File: src/rtl/digit_entry.sv
// Four debounced pushbuttons driving a single hex digit: clear, load, increment, decrement.
// Each key has its own synchronizer and four-state debounce FSM; actions are applied one cycle after a press pulse.
module digit_entry #(
    parameter int DEBOUNCE_CYCLES = 240000
) (
    input  logic       clk,
    input  logic       reset,
    input  logic [3:0] key_n,
    input  logic [3:0] sw,
    output logic [3:0] number,
    output logic       changed,
    output logic [3:0] key_level
);

    localparam logic [1:0]  ST_RELEASED     = 2'd0;
    localparam logic [1:0]  ST_PRESS_WAIT   = 2'd1;
    localparam logic [1:0]  ST_PRESSED      = 2'd2;
    localparam logic [1:0]  ST_RELEASE_WAIT = 2'd3;
    localparam logic [19:0] DB_LIMIT        = 20'(DEBOUNCE_CYCLES);

    localparam int K_INC = 0;
    localparam int K_DEC = 1;
    localparam int K_LOAD = 2;
    localparam int K_CLR = 3;

    logic [3:0]  sync1_r;
    logic [3:0]  sync2_r;
    logic [1:0]  state_r  [4];
    logic [1:0]  state_s  [4];
    logic [19:0] count_r  [4];
    logic [19:0] count_s  [4];
    logic [3:0]  press_r;
    logic [3:0]  press_s;
    logic [3:0]  level_r;
    logic [3:0]  number_r;
    logic        changed_r;

    // two-flop synchronizer; idles high so a reset never looks like a press
    always_ff @(posedge clk) begin
        if (reset) begin
            sync1_r <= 4'hF;
            sync2_r <= 4'hF;
        end else begin
            sync1_r <= key_n;
            sync2_r <= sync1_r;
        end
    end

    // next-state logic of the per-key debounce FSMs
    always_comb begin
        press_s = 4'h0;
        for (int i = 0; i < 4; i++) begin
            state_s[i] = state_r[i];
            count_s[i] = count_r[i];
            case (state_r[i])
                ST_RELEASED: begin
                    if (!sync2_r[i]) begin
                        state_s[i] = ST_PRESS_WAIT;
                        count_s[i] = 20'd1;
                    end else begin
                        count_s[i] = 20'd0;
                    end
                end
                ST_PRESS_WAIT: begin
                    if (sync2_r[i]) begin
                        state_s[i] = ST_RELEASED;
                        count_s[i] = 20'd0;
                    end else if (count_r[i] + 20'd1 >= DB_LIMIT) begin
                        state_s[i] = ST_PRESSED;
                        count_s[i] = 20'd0;
                        press_s[i] = 1'b1;
                    end else begin
                        count_s[i] = count_r[i] + 20'd1;
                    end
                end
                ST_PRESSED: begin
                    if (sync2_r[i]) begin
                        state_s[i] = ST_RELEASE_WAIT;
                        count_s[i] = 20'd1;
                    end else begin
                        count_s[i] = 20'd0;
                    end
                end
                ST_RELEASE_WAIT: begin
                    if (!sync2_r[i]) begin
                        state_s[i] = ST_PRESSED;
                        count_s[i] = 20'd0;
                    end else if (count_r[i] + 20'd1 >= DB_LIMIT) begin
                        state_s[i] = ST_RELEASED;
                        count_s[i] = 20'd0;
                    end else begin
                        count_s[i] = count_r[i] + 20'd1;
                    end
                end
                default: begin
                    state_s[i] = ST_RELEASED;
                    count_s[i] = 20'd0;
                end
            endcase
        end
    end

    // debounce state, press pulses and the registered level for the LEDs
    always_ff @(posedge clk) begin
        if (reset) begin
            for (int i = 0; i < 4; i++) begin
                state_r[i] <= ST_RELEASED;
                count_r[i] <= 20'd0;
            end
            press_r <= 4'h0;
            level_r <= 4'h0;
        end else begin
            for (int i = 0; i < 4; i++) begin
                state_r[i] <= state_s[i];
                count_r[i] <= count_s[i];
                level_r[i] <= (state_s[i] == ST_PRESSED) || (state_s[i] == ST_RELEASE_WAIT);
            end
            press_r <= press_s;
        end
    end

    // apply the highest-priority pending action; lower-priority pulses are dropped
    always_ff @(posedge clk) begin
        if (reset) begin
            number_r  <= 4'h0;
            changed_r <= 1'b0;
        end else begin
            changed_r <= |press_r;
            if (press_r[K_CLR]) begin
                number_r <= 4'h0;
            end else if (press_r[K_LOAD]) begin
                number_r <= sw;
            end else if (press_r[K_INC]) begin
                number_r <= number_r + 4'd1;
            end else if (press_r[K_DEC]) begin
                number_r <= number_r - 4'd1;
            end else begin
                number_r <= number_r;
            end
        end
    end

    assign number    = number_r;
    assign changed   = changed_r;
    assign key_level = level_r;

endmodule

File: config.mk
export PLATFORM = sky130hd
export DESIGN_NAME = digit_entry
export DESIGN_NICKNAME = d
export VERILOG_FILES = /design/src/rtl/digit_entry.sv
export SDC_FILE = /design/constraint.sdc
export NUM_CORES = 1
export LEC_CHECK = 0
export ABC_AREA = 1
export CAP_MARGIN = 20
export CORE_MARGIN = 1.5
export CORE_UTILIZATION = 52
export CTS_CLUSTER_SIZE = 14
export DETAILED_ROUTE_END_ITERATION = 16
export PLACE_DENSITY_LB_ADDON = 0.1
export REMOVE_ABC_BUFFERS = 1
export SYNTH_ARGS = -nofsm -noshare
export SYNTH_HDL_FRONTEND = slang
export SYNTH_SLANG_ARGS = --single-unit
File: constraint.sdc
create_clock -name clk -period 2.4 [get_ports clk]
set_input_delay 0.24 -clock clk [delete_from_list [all_inputs] [get_ports clk]]
set_output_delay 0.24 -clock clk [all_outputs]
set_load 0.1 [all_outputs]
==> impl_metrics.yaml, run 1 <==
worst_setup_path:
  critPathArrivalTime_ns: 2.46
  regToRegStartpoint: "count_r[3][0]$_SDFF_PP0_"
  worstSetupPathType: "reg2reg"
  cp-start-kind: "flop"
  end_kind: "flop"
  worstPathRequired_ns: 2.69
  crit_fanout: 4
  cp-startpoint: "count_r[3][0]$_SDFF_PP0_"
  rr_worst_depth: 15
timing:
  maxSlewViolCount: 0
  hold_viol_final: 0
  fmax_mhz: 461
  holdWs_ns: 0.397
  period_share: 0.904
  post-route-min-period_ns: 2.17
  finClkSkew_ns: 0.00829
  finalSetupViolations: 0
clock_network:
  cts-root-buf: "clkbuf_8"
  clk_pin_slew_ns: 0.10
  cts_hold_buf: 0
  cts_buffers: 9
  clkSinkCount: 109
  tritoncts: "yes"
  clock_latency_ns: 0.39
  clk_path_buf_depth: 2
  cts_max_level: 3
routing:
  drtAntennaViolNets: 0
  via_per_inst: 4.94
  vias: 4780
  drc: 0
  routed_wl_microns: 10900
  firstDrtPassIters: 5
  wl_per_cell_microns: 11.3
  first_iter_violations: 218
final_layout:
  fillers: 970
  stdcell_count: 968
  final_util: 0.586
  syn_to_final_growth_pct: 10.4
  num_antenna_cells: 0
  drive_gt1_frac: 0.0817
  finalNetCount: 845
yosys:
  synth_area_leader_cell: "dfxtp_1"
  netlist_area_sq_um: 5410
  synth_seq_cells: 109
  synth.distinct_cells: 35
  synth_common_cells: "227 x nand2_1, 158 x nor2_1, 109 x dfxtp_1"
  synth_top_cell_area_share: 0.404
  synth-async-reset-ratio: 0
  synth_most_common_cell: "nand2_1"
  synth_seq_area_share: 0.404
  synth.avg_cell_area_sq_um: 6.82
  syn_inst: 792
  yosys_warnings: 0
  yosys-top-cells-area: "dfxtp_1 40%, nand2_1 16%, nor2_1 11%"
  synth-edff-count: 0
  synth_flop_cell: "dfxtp_1"
floorplan:
  coreArea_sq_um: 10200
  dieArea_sq_um: 11000
  start_util: 0.531
  std_cell_rows: 37
  die_w_microns: 105
  die_height_microns: 105
  io_pins: 19
global_routing:
  grt_pass1_wl_microns: 18800
  grt.total_usage: 0.210
  overflow: 0
  grt_pass1_vias: 4374
  antenna_found_initial: 0
  grt_max_degree: 19
hold_path:
  hp-start: "key_n[0]"
  hold_path_class: "in2reg"
  holdPathStages: 2
status:
  status: "finished, final reports clean"
placement:
  dp_hpwl_microns: 8230
  port-buffer-count: 18
  gp_congestion: 0.944
  placed_cells: 949
power:
  ir_worst_vdd_v: 0.000365
  power_density_nw_per_um2: 520
  leakage_nw: 2.22
run:
  cap_violations: 0
[kinds of logic after synthesis]
kind of cell,Yosys count,synth area share
DFF,109,0.404
AOI/OAI and AO/OA,43,0.0437
adders and majority gates,8,0.0199
and+or+nand+nor,517,0.422
xor gates and xnor gates,29,0.0470
buffers and inverters,85,0.0632
other,1,0.000694
[layout by cell type (no fill, tap or decap), drive strengths merged, types with 2 or more instances in the layout]
master / netlist / final
a21boi: 2 / 2
a21oi: 23 / 23
and3: 2 / 2
buf: 4 / 14
clkbuf: 2 / 11
clkdlybuf4s50: 0 / 9
clkinv: 2 / 3
conb: 1 / 8
dfxtp: 109 / 109
ha: 7 / 7
inv: 77 / 80
nand2: 228 / 228
nand3: 56 / 56
nand3b: 10 / 10
nand4: 23 / 23
nor2: 171 / 171
nor3: 13 / 13
o21ai: 11 / 11
o21bai: 6 / 6
or2: 12 / 12
xnor2: 14 / 14
xor2: 15 / 15
[metal layers]
| layer | global-route usage | part of all wire |
|---|---|---|
| met1 | 0.264 | 0.48 |
| met2 | 0.341 | 0.46 |
| met3 | 0.0487 | 0.039 |
| met4 | 0.0930 | 0.020 |
| met5 | 0 | 0 |
[worst max-delay path, stage by stage, from the launching register on]
cell and delay, ns:
dfxtp_1 0.41, ha_1 0.28, inv_1 0.09, nor2_2 0.19
nand2_1 0.10, clkinv_1 0.10, nand2_1 0.06, nand2_1 0.05
nand2_1 0.09, nor2_1 0.13, nand3_1 0.08, nand2_1 0.08
inv_2 0.05, nand2_1 0.12, nand2_1 0.08, and3_1 0.15
[registers in the layout, summed over array words and instances, names as in the netlist]
signal / count
sync2_r: 4
press_r: 4
number: 4
count_r: 80
state_r: 8
changed: 1
key_level: 4
sync1_r: 4
[through the flow]
stage	worst slack, ns	total power [W]	cell area [sq um]	TNS, ns
after floorplan	0.393	0.00198	5390	0
after global placement	0.262	0.00201	5730	0
after detailed placement	0.186	0.00202	5730	0
after CTS	0.157	0.00314	5930	0
after global routing	-0.00161	0.00324	5970	-0.00161
final	0.231	0.00310	5970	0
[area by class of cell]
class | instances | area, sq um | share of cell area
Timing Repair Buffer | 23 | 195 | 0.0327
Clock inverter | 5 | 65.1 | 0.0109
Inverter | 79 | 297 | 0.0497
Multi-Input combinational cell | 605 | 2930 | 0.490
Tap cell | 136 | 170 | 0.0285
Clock buffer | 11 | 131 | 0.0220
Sequential cell | 109 | 2180 | 0.366
[final timing paths]
check,endpoint,slack [ns]
setup / recovery,count_r[3][0]$_SDFF_PP0_,0.23
hold / removal,sync1_r[0]$_SDFF_PP1_,0.40
setup reg to reg,count_r[3][0]$_SDFF_PP0_,0.23
hold reg to reg,sync2_r[2]$_SDFF_PP1_,0.42
[power by group]
part           total [W]  switching (W)  internal (W)
logic           0.000124      0.0000773     0.0000469
registers        0.00185      0.0000178       0.00183
clock network    0.00112       0.000627      0.000497
[what timing repair did]
item / CTS / global route
setup endpoints to repair: 0 / 33
gates resized for setup: 0 / 4
buffers inserted: 0 / 3
No activity file was read; power rests on OpenSTA's default activity.
==> run 2: changes to the inputs <==
- CTS_BUF_LIST: unset -> sky130_fd_sc_hd__clkbuf_8
- SKIP_CTS_REPAIR_TIMING: unset -> 1
==> impl_metrics.yaml, run 2 (synthesis gave the netlist of run 1 again) <==
worst_setup_path:
  worstSetupPathType: "reg2reg"
  critPathBufInv: 3
  cp_cell_sequence: "ha_1, inv_1, nor2_2, nand2_1, clkinv_1, nand2_1, nand2_1, nand2_1, nor2_1, nand3_1, nand2_1, inv_2, nand2_1, nand2_1, and3_1"
  worstPathRequired_ns: 2.69
  end_kind: "flop"
  crit_top_cell: "nand2_1"
  reg2reg_slack_ns: 0.23
  cp.depth: 15
  critPathArrivalTime_ns: 2.45
  slowest_delay_ns: 0.41
  cp-start-kind: "flop"
  regToRegStartpoint: "count_r[3][0]$_SDFF_PP0_"
  r2r-end: "count_r[3][0]$_SDFF_PP0_"
  crit_fanout: 4
  slowest_stage: "dfxtp_1"
  crit_family: "simple AND/OR/NAND/NOR gates"
  rr_worst_depth: 15
clock_network:
  clk_pin_slew_ns: 0.10
  tritoncts: "yes"
  clock_latency_ns: 0.39
  clkSinkCount: 109
  cts_buffers: 9
  cts-root-buf: "clkbuf_8"
  cts_max_level: 3
  clk_path_buf_depth: 2
final_layout:
  syn_to_final_growth_pct: 10.4
  mostFrequentLayoutCells: "227 x nand2_1, 156 x nor2_1, 109 x dfxtp_1"
  final_common_cell: "nand2_1"
  num_antenna_cells: 0
  fillers: 970
  reg_top3: "count_r x80, state_r x8"
  drive_gt1_frac: 0.0817
  regMostFlops: "count_r"
  largest_reg_flops: 80
  postLayoutCellArea_sq_um: 5970
  finalNetCount: 845
  stdcell_count: 968
floorplan:
  dieArea_sq_um: 11000
  die_height_microns: 105
  coreArea_sq_um: 10200
  die_w_microns: 105
  start_util: 0.531
  std_cell_rows: 37
  io_pins: 19
placement:
  port-buffer-count: 18
  gp_congestion: 0.944
  dp_hpwl_microns: 8230
  placed_cells: 949
  dpl-instance-area_sq_um: 5730
timing:
  maxSlewViolCount: 0
  fmax_mhz: 461
  finClkSkew_ns: 0.00932
  finalSetupViolations: 0
  post-route-min-period_ns: 2.17
  hold_viol_final: 0
  period_share: 0.904
routing:
  routed_wl_microns: 10900
  wl_per_cell_microns: 11.2
  firstDrtPassIters: 5
  drc: 0
  first_iter_violations: 212
  via_per_inst: 4.93
  drtAntennaViolNets: 0
  vias: 4771
global_routing:
  grt.total_usage: 0.210
  grt_pass1_wl_microns: 18800
  overflow: 0
  grt_pass1_vias: 4374
  antenna_found_initial: 0
  grt_max_degree: 19
hold_path:
  min_to: "sync1_r[0]$_SDFF_PP1_"
  holdPathStages: 2
  hold_path_class: "in2reg"
  hp-start: "key_n[0]"
power:
  leakage_nw: 2.23
  ir_worst_vdd_v: 0.000365
  power_density_nw_per_um2: 518
run:
  cap_violations: 0
status:
  status: "finished, final reports clean"
-- run 2: changes by cell type in the layout (fill, tap and decap cells not counted) --
| cell | previous run | this run |
|---|---|---|
| inv_1 | 74 | 76 |
| clkbuf_1 | 2 | 0 |
-- run 2: per-layer routing --
layer	track usage	part of all wire	vias to the layer above
li1	-	-	2564
met1	0.264	0.48	2100
met2	0.341	0.46	92
met3	0.0487	0.044	15
met4	0.0930	0.020	0
met5	0	0	-
-- run 2: report_power, final --
group	total, W	switching [W]	internal (W)
Sequential	0.00185	0.0000178	0.00183
Combinational	0.000124	0.0000773	0.0000469
Clock	0.00112	0.000627	0.000488
-- run 2: worst reg2reg max path, delay by kind of cell, from the launching register on --
kind                     cells  cell delay [ns]
adder cells (fa/ha/maj)      1             0.28
buffers and inverters        3             0.25
flip-flops                   1             0.41
AND/OR/NAND/NOR             11             1.13
-- run 2: cell type report --
cell class | count | area (sq um) | area share
clock inverter | 7 | 72.6 | 0.0122
tap | 136 | 170 | 0.0285
multi-input combinational | 605 | 2930 | 0.490
sequential | 109 | 2180 | 0.366
timing repair buffer | 23 | 195 | 0.0327
clock buffer | 9 | 124 | 0.0208
inverter | 79 | 297 | 0.0497
-- run 2: worst max path at each step --
stage	from	end	slack, ns
2_1_floorplan	number[2]$_SDFFE_PP0P_	number[3]$_SDFFE_PP0P_	0.39
3_3_place_gp	count_r[1][0]$_SDFF_PP0_	count_r[1][0]$_SDFF_PP0_	0.26
3_5_place_dp	count_r[3][0]$_SDFF_PP0_	count_r[3][7]$_SDFF_PP0_	0.19
4_1_cts	count_r[3][0]$_SDFF_PP0_	count_r[3][7]$_SDFF_PP0_	0.16
5_1_grt	count_r[1][0]$_SDFF_PP0_	key_level[1]$_SDFF_PP0_	-0.001
6_report	count_r[3][0]$_SDFF_PP0_	count_r[3][0]$_SDFF_PP0_	0.23
-- run 2: metrics by stage --
step	setup slack [ns]	util	hold slack, ns	power, W	TNS (ns)
after global routing	-0.00146	0.586	0.388	0.00323	-0.00146
after global placement	0.262	0.563	0.396	0.00201	0
final	0.231	0.586	0.399	0.00309	0
after floorplan	0.393	-	0.309	0.00198	0
after CTS	0.157	0.582	0.388	0.00313	0
after detailed placement	0.186	0.563	0.394	0.00202	0
==> run 3: changes to the inputs <==
- CORE_UTILIZATION: 52 -> 45
==> impl_metrics.yaml, run 3 (synthesis gave the netlist of run 1 again) <==
status:
  status: "finished, final reports clean"
hold_path:
  hold_path_class: "in2reg"
timing:
  fmax_mhz: 455
  holdWs_ns: 0.407
  maxSlewViolCount: 0
  finalSetupViolations: 0
  post-route-min-period_ns: 2.20
  period_share: 0.915
  finClkSkew_ns: 0.0109
  hold_viol_final: 0
clock_network:
  cts_buffers: 9
  clk_path_buf_depth: 2
  cts-root-buf: "clkbuf_8"
  clkSinkCount: 109
  cts_max_level: 3
  clk_pin_slew_ns: 0.11
  tritoncts: "yes"
  clock_latency_ns: 0.39
placement:
  port-buffer-count: 18
  placed_cells: 956
  dp_hpwl_microns: 8370
  gp_congestion: 0.862
  dpl-instance-area_sq_um: 5740
routing:
  vias: 4748
  wl_per_cell_microns: 11.3
  top_layer: "met4"
  firstDrtPassIters: 4
  dr_wl_met3_microns: 415
  wl_met2_microns: 5050
  first_iter_violations: 182
  via_per_inst: 4.88
  routed_wl_microns: 11000
  drtAntennaViolNets: 0
  drc: 0
  m1WireLength_microns: 5380
floorplan:
  coreArea_sq_um: 11600
  std_cell_rows: 39
  io_pins: 19
  dieArea_sq_um: 12700
  die_w_microns: 113
  start_util: 0.467
  die_height_microns: 113
final_layout:
  reg_top3: "count_r x80, state_r x8"
  postLayoutCellArea_sq_um: 5960
  final_util: 0.515
  seqCellArea_sq_um: 2180
  multi_input_area_sq_um: 2930
  stdcell_count: 972
  largest_reg_flops: 80
  regMostFlops: "count_r"
  num_antenna_cells: 0
  mostFrequentLayoutCells: "226 x nand2_1, 155 x nor2_1, 108 x dfxtp_1"
  syn_to_final_growth_pct: 10.2
  final_common_cell: "nand2_1"
  drive_gt1_frac: 0.0869
  fillers: 1173
  finalNetCount: 842
worst_setup_path:
  regToRegStartpoint: "count_r[2][0]$_SDFF_PP0_"
  critPathArrivalTime_ns: 2.51
  cp-startpoint: "count_r[2][0]$_SDFF_PP0_"
  worstSetupPathType: "reg2reg"
  crit_fanout: 17
  worstPathRequired_ns: 2.71
  rr_worst_depth: 12
  cp-start-kind: "flop"
  endpoint: "count_r[2][2]$_SDFF_PP0_"
  reg2reg_slack_ns: 0.20
  end_kind: "flop"
  r2r-end: "count_r[2][2]$_SDFF_PP0_"
global_routing:
  grt.total_usage: 0.188
  grt_pass1_vias: 4533
  overflow: 0
  antenna_found_initial: 0
  grt_max_degree: 20
  grt_pass1_wl_microns: 19600
power:
  ir_worst_vdd_v: 0.000400
  leakage_nw: 2.20
  power_density_nw_per_um2: 515
run:
  cap_violations: 0
-- run 3: area by class of cell --
type / count / area share
Multi-Input combinational cell: 605 / 0.492
Sequential cell: 109 / 0.366
Inverter: 79 / 0.0498
Tap cell: 143 / 0.0300
Timing Repair Buffer: 20 / 0.0290
Clock buffer: 10 / 0.0231
Clock inverter: 6 / 0.00924
-- run 3: routing by layer --
layer | up-vias | global-route usage
met5 | - | 0
met3 | 11 | 0.0545
met4 | 0 | 0.0540
li1 | 2556 | -
met2 | 61 | 0.315
met1 | 2120 | 0.236
-- run 3: metrics by stage --
step	total power (W)	TNS (ns)	setup WS, ns
floorplan	0.00198	0	0.393
global placement	0.00201	0	0.213
detailed placement	0.00202	0	0.192
CTS	0.00313	0	0.158
global route	0.00322	-0.00522	-0.00404
finish	0.00307	0	0.203
-- run 3: how the worst min path moves through the flow --
stage / start / to / cells after the start
floorplan: reset / changed$_SDFF_PP0_ / 1
global placement: sync1_r[3]$_SDFF_PP1_ / sync2_r[3]$_SDFF_PP1_ / 1
detailed placement: sync1_r[2]$_SDFF_PP1_ / sync2_r[2]$_SDFF_PP1_ / 1
CTS: key_n[0] / sync1_r[0]$_SDFF_PP1_ / 2
global route: key_n[0] / sync1_r[0]$_SDFF_PP1_ / 2
finish: key_n[0] / sync1_r[0]$_SDFF_PP1_ / 2
-- run 3: critical path: stages (launching register included) --
cell and delay, ns:
dfxtp_1 0.43, ha_1 0.23, nand2_1 0.11, nor2_4 0.17, nand3_1 0.17, nor2_1 0.19, xor2_1 0.15, nand2_1 0.07
clkinv_1 0.06, nand2_1 0.08, nor2_4 0.14, nand2_4 0.15, nor3_1 0.17
-- run 3: report_power, final --
part           switching, W  internal (W)  total [W]
logic             0.0000765     0.0000464   0.000123
registers         0.0000187       0.00183    0.00185
clock network      0.000665      0.000428    0.00109
total              0.000761       0.00231    0.00307
